[src/rtl/gate_exerciser_pkg.sv]
// Shared types and the reference-function helper for gate_exerciser.
package gate_exerciser_pkg;

    localparam int unsigned N_IN_MAX = 8;

    typedef enum logic [1:0] {
        IDLE   = 2'd0,
        SETTLE = 2'd1,
        CHECK  = 2'd2,
        DONE   = 2'd3
    } state_t;

    typedef enum logic [1:0] {
        FN_NOT  = 2'b00,
        FN_NAND = 2'b01,
        FN_NOR  = 2'b10,
        FN_XOR  = 2'b11
    } fn_t;

    // Only the low n bits of vec take part; NOT looks at bit 0 alone.
    function automatic logic ref_out(input fn_t fn, input logic [N_IN_MAX-1:0] vec,
                                     input int unsigned n);
        logic [N_IN_MAX-1:0] mask;
        logic [N_IN_MAX-1:0] used;
        logic                r;
        mask = N_IN_MAX'((9'd1 << n) - 9'd1);
        used = vec & mask;
        unique case (fn)
            FN_NOT:  r = ~vec[0];
            FN_NAND: r = (used != mask);
            FN_NOR:  r = (used == '0);
            FN_XOR:  r = ^used;
            default: r = 1'b0;
        endcase
        return r;
    endfunction

endpackage

[src/rtl/gate_exerciser_resp_sync.sv]
// Two-flop synchronizer for the GUT response; used only when
// GATE_EXERCISER_RESP_SYNC_EN is defined.
module gate_exerciser_resp_sync (
    input  logic clk,
    input  logic rst,
    input  logic d_i,
    output logic q_o
);

    logic meta_q;
    logic sync_q;

    always_ff @(posedge clk or posedge rst) begin
        if (rst) begin
            meta_q <= 1'b0;
            sync_q <= 1'b0;
        end else begin
            meta_q <= d_i;
            sync_q <= meta_q;
        end
    end

    assign q_o = sync_q;

endmodule

[src/rtl/gate_exerciser.sv]
// Sweeps all input vectors onto a gate-under-test and checks its response.
// Optional macro GATE_EXERCISER_RESP_SYNC_EN synchronizes resp and stretches the settle time.
module gate_exerciser
    import gate_exerciser_pkg::*;
#(
    parameter int unsigned N_IN       = 2,
    parameter int unsigned SETTLE_CYC = 4
) (
    input  logic            clk,
    input  logic            rst,
    input  logic            start,
    input  logic [1:0]      fn_sel,
    input  logic            resp,
    output logic [N_IN-1:0] stim,
    output logic            busy,
    output logic            done,
    output logic            pass,
    output logic [N_IN:0]   err_cnt,
    output logic [N_IN-1:0] first_fail
);

`ifdef GATE_EXERCISER_RESP_SYNC_EN
    localparam int unsigned SETTLE_TOT = SETTLE_CYC + 2;
`else
    localparam int unsigned SETTLE_TOT = SETTLE_CYC;
`endif
    localparam int unsigned CW = $clog2(SETTLE_CYC + 3);
    localparam logic [CW-1:0]   SETTLE_LOAD = CW'(SETTLE_TOT - 1);
    localparam logic [CW-1:0]   CNT_ONE     = CW'(1);
    localparam logic [N_IN-1:0] STIM_ONE    = N_IN'(1);
    localparam logic [N_IN:0]   ERR_ONE     = (N_IN + 1)'(1);

    state_t            state_q;
    fn_t               fn_q;
    logic [CW-1:0]     settle_q;
    logic [N_IN-1:0]   stim_q;
    logic [N_IN:0]     err_cnt_q;
    logic [N_IN:0]     err_cnt_d;
    logic [N_IN-1:0]   first_fail_q;
    logic              busy_q;
    logic              done_q;
    logic              pass_q;
    logic              resp_s;
    logic              exp_bit;
    logic              mismatch;

`ifdef GATE_EXERCISER_RESP_SYNC_EN
    gate_exerciser_resp_sync u_resp_sync (
        .clk (clk),
        .rst (rst),
        .d_i (resp),
        .q_o (resp_s)
    );
`else
    assign resp_s = resp;
`endif

    always_comb begin
        exp_bit   = ref_out(fn_q, N_IN_MAX'(stim_q), N_IN);
        mismatch  = (resp_s != exp_bit);
        err_cnt_d = mismatch ? (err_cnt_q + ERR_ONE) : err_cnt_q;
    end

    // err_cnt_d is used for pass so the final vector's result is included.
    always_ff @(posedge clk or posedge rst) begin
        if (rst) begin
            state_q      <= IDLE;
            fn_q         <= FN_NOT;
            settle_q     <= '0;
            stim_q       <= '0;
            err_cnt_q    <= '0;
            first_fail_q <= '0;
            busy_q       <= 1'b0;
            done_q       <= 1'b0;
            pass_q       <= 1'b0;
        end else begin
            done_q <= 1'b0;
            unique case (state_q)
                IDLE: begin
                    if (start) begin
                        stim_q       <= '0;
                        err_cnt_q    <= '0;
                        first_fail_q <= '0;
                        pass_q       <= 1'b0;
                        busy_q       <= 1'b1;
                        fn_q         <= fn_t'(fn_sel);
                        settle_q     <= SETTLE_LOAD;
                        state_q      <= SETTLE;
                    end
                end
                SETTLE: begin
                    if (settle_q == '0) begin
                        state_q <= CHECK;
                    end else begin
                        settle_q <= settle_q - CNT_ONE;
                    end
                end
                CHECK: begin
                    err_cnt_q <= err_cnt_d;
                    if (mismatch && (err_cnt_q == '0)) begin
                        first_fail_q <= stim_q;
                    end
                    if (&stim_q) begin
                        done_q  <= 1'b1;
                        pass_q  <= (err_cnt_d == '0);
                        state_q <= DONE;
                    end else begin
                        stim_q   <= stim_q + STIM_ONE;
                        settle_q <= SETTLE_LOAD;
                        state_q  <= SETTLE;
                    end
                end
                DONE: begin
                    busy_q  <= 1'b0;
                    state_q <= IDLE;
                end
                default: state_q <= IDLE;
            endcase
        end
    end

    assign stim       = stim_q;
    assign busy       = busy_q;
    assign done       = done_q;
    assign pass       = pass_q;
    assign err_cnt    = err_cnt_q;
    assign first_fail = first_fail_q;

endmodule
[config.mk]
export PLATFORM = sky130hd
export DESIGN_NAME = gate_exerciser
export DESIGN_NICKNAME = d
export VERILOG_FILES = /design/src/rtl/gate_exerciser_pkg.sv /design/src/rtl/gate_exerciser_resp_sync.sv /design/src/rtl/gate_exerciser.sv
export SDC_FILE = /design/constraint.sdc
export NUM_CORES = 1
export LEC_CHECK = 0
export BUFFER_PORTS_ARGS = -buffer_cell sky130_fd_sc_hd__buf_2
export CORE_UTILIZATION = 48
export DETAILED_ROUTE_END_ITERATION = 7
export PLACE_DENSITY = 0.79
export SYNTH_ARGS = -nofsm -noshare
export SYNTH_HDL_FRONTEND = slang
export SYNTH_SLANG_ARGS = --single-unit
[constraint.sdc]
create_clock -name clk -period 1.85 [get_ports clk]
set_input_delay 0.0925 -clock clk [delete_from_list [all_inputs] [get_ports clk]]
set_output_delay 0.0925 -clock clk [all_outputs]
set_load 0.1 [all_outputs]
==> flow_summary.ini <==
[finish]
n_antenna_cell = 0
final_core_util = 0.660
drive_above_1_share = 0.320
fin_cells = 147
fin_nets = 135
fin_area_mm2 = 0.00118
area_growth_pct = 23.8
layout_common_cells = dfrtp_1 (15), buf_2 (15), inv_1 (9), a21oi_1 (8)

[global_routing]
grt_max_degree = 18
overflow = 0
grt_pass1_wl_um = 3240
track_usage = 0.224
grt_antenna_before_repair = 0
grt_pass1_vias = 767

[pwr]
ir_drop_v = 0.000985
p_per_area_mw_per_mm2 = 1640
design_power_total_mw = 1.93
p_leak_nw = 0.586

[route]
top_layer = met4
drt_first_pass_iters = 4
post-route-drc-count = 0
drt_iter0_drc = 12
wire_per_inst_um = 14.0
met2_length_um = 1040
vias_per_cell = 5.41
finalWirelength_um = 2060
wl_met3_um = 51
drtAntennaViolNets = 0
vias = 796
m1WireLength_um = 898

[logic_synthesis]
synthesis.area_um2 = 951
yosysWarnings = 0
synth-adder-area-share = 0.0789
syn_avg_cell_area_um2 = 9.70
synth-seq-area-share = 0.447
synthMuxAreaShare = 0.0789
yosys.area_share.simple = 0.137
synth_compound_area_frac = 0.141
synthCells = 98
ys_seq_elements = 17
synth_xor_area_frac = 0.0539
yosysUniqueCellTypes = 29
synth_top_family_by_area = compound AO/OA/AOI/OAI gates
synth_fp_nets = 110

[cts]
cts_tree = built
cts_buffers = 3
clkTransAtPathRegs_ns = 0.10
cts.path.max_buffers = 2
cts_setup_buffers = 0
cts_root_buffer = clkbuf_4
clk_latency_ns = 0.30
cts-htree-levels = 1
numClockSinks = 17

[status]
status = complete, but fails checks
violations = negative setup slack

[floorplanning]
core_region_area_mm2 = 0.00178
dieArea_mm2 = 0.00216
placementRows = 15
start_util = 0.533
chipHeight_um = 46.5
ios = 16
die-width_um = 46.5

[sta]
fmaxAchievable_mhz = 489
holdWs_ns = 0.0201
grt_setup_unrepaired = true
timing.final.crit_share = 1.10
layout_setup_ws_ns = -0.194
final_max_slew_viol_count = 0
relSlewSlack = 0.559
finalHoldViolCount = 0
finalClockSkew_ns = 0.000482
final.setup.tns_ns = -0.562
layout_min_cycle_time_ns = 2.04
setup_viol = 6
tightest_slew_ns = 0.661

[placement]
dp_hpwl_um = 1520
place_congestion = 0.833
io_buffers = 15
placed_area_mm2 = 0.00113
placed_cells = 142
dp_slack_ns = -0.196

[setup_path]
cp-start-kind = flip-flop
cpPeakStageDelay_ns = 0.51
end_kind = flip-flop
critPathKind = flip-flop to flip-flop
crit_arrival_ns = 2.25
cp_slowest_cell = mux4_2
crit_fanout = 2
cp.required_ns = 2.06
crit_chain = inv_4 -> ha_4 -> mux4_2 -> xnor2_2 -> or4_4 -> o311ai_2

[min_path]
hold_class = primary input to flip-flop

[run]
drv_cap = 0
==> critical path: cells and delay by family (launching register included) <==
family | cells | cell delay (ns)
AOI/OAI and AO/OA | 1 | 0.08
xor gates and xnor gates | 1 | 0.16
adders and majority gates | 1 | 0.20
buffers and inverters | 1 | 0.07
DFF | 1 | 0.50
muxes | 1 | 0.51
and+or+nand+nor | 1 | 0.42
==> cell type report <==
cell class	instances	area [µm²]
Timing Repair Buffer	23	138
Multi-Input combinational cell	66	502
Tap cell	25	31.3
Sequential cell	17	433
Inverter	12	47.5
Fill cell	150	606
Clock buffer	4	26.3
==> timing repair <==
action                                  in CTS  in global routing
gates resized for setup                      0                  2
endpoints found under the hold margin       17                  0
endpoints found under the setup margin       6                  6
hold buffers                                 1                  0
pin swaps                                    2                  0
==> cells by family (layout without fill, tap and decap cells) <==
logic type / Yosys count / count (layout)
xor+xnor: 5 / 5
buf+inv: 15 / 39
flops: 17 / 17
fa+ha+maj: 6 / 6
compound gates: 22 / 22
mux: 6 / 6
simple gates: 27 / 27
==> metal layers <==
layer,GRT usage,vias up
li1,-,379
met1,0.269,388
met2,0.361,21
met3,0.0353,8
met4,0.159,0
met5,0,-
==> registers in the layout, indices dropped and copies added (netlist names) <==
| register | cells |
|---|---|
| stim | 2 |
| err_cnt | 3 |
| pass | 1 |
| busy | 1 |
| first_fail | 2 |
| fn_q | 2 |
| done | 1 |
| state_q | 2 |
| settle_q | 3 |
==> power by group <==
group / leakage (nW) / switching [mW] / total, mW / internal, mW
combinational: 0.358 / 0.700 / 1.11 / 0.406
clock: 0.0150 / 0.124 / 0.208 / 0.0842
sequential: 0.213 / 0.123 / 0.615 / 0.493
==> synth_stat cells, drive strengths merged <==
library cell  number  area [µm²]
xnor2              3        33.8
a41o               1        10.0
nand3              3        20.0
o311ai             1        8.76
o21ai              7        35.0
clkbuf             2        7.51
a21oi              8        40.0
buf                1        7.51
mux4               1        22.5
nor2b              2        12.5
xor2               2        17.5
or4                1        7.51
ha                 6        75.1
o2bb2ai            2        17.5
nand2              7        26.3
mux2i              3        30.0
dfrtp             17         425
nor2               7        26.3
mux2               2        22.5
nand2b             2        12.5
o21bai             1        7.51
o211ai             1        7.51
nor3               5        25.0
a22oi              1        7.51
inv               12        45.1
==> path summary, 6_finish.rpt <==
path                                     start                 endpoint  slack, ns  depth (start not counted)
setup / recovery           stim[0]$_DFFE_PP0P_   err_cnt[0]$_DFFE_PP0P_      -0.19                          6
hold / removal                       fn_sel[1]      fn_q[1]$_DFFE_PP0P_       0.02                          2
setup reg to reg           stim[0]$_DFFE_PP0P_   err_cnt[0]$_DFFE_PP0P_      -0.19                          6
hold reg to reg               pass$_DFFE_PP0P_         pass$_DFFE_PP0P_       0.52                          2
max in group asynchronous                  rst      stim[1]$_DFFE_PP0P_       0.94                          3
min in group asynchronous                  rst  settle_q[1]$_DFFE_PP0P_       0.42                          3
Power figures use the tool's default switching activity.
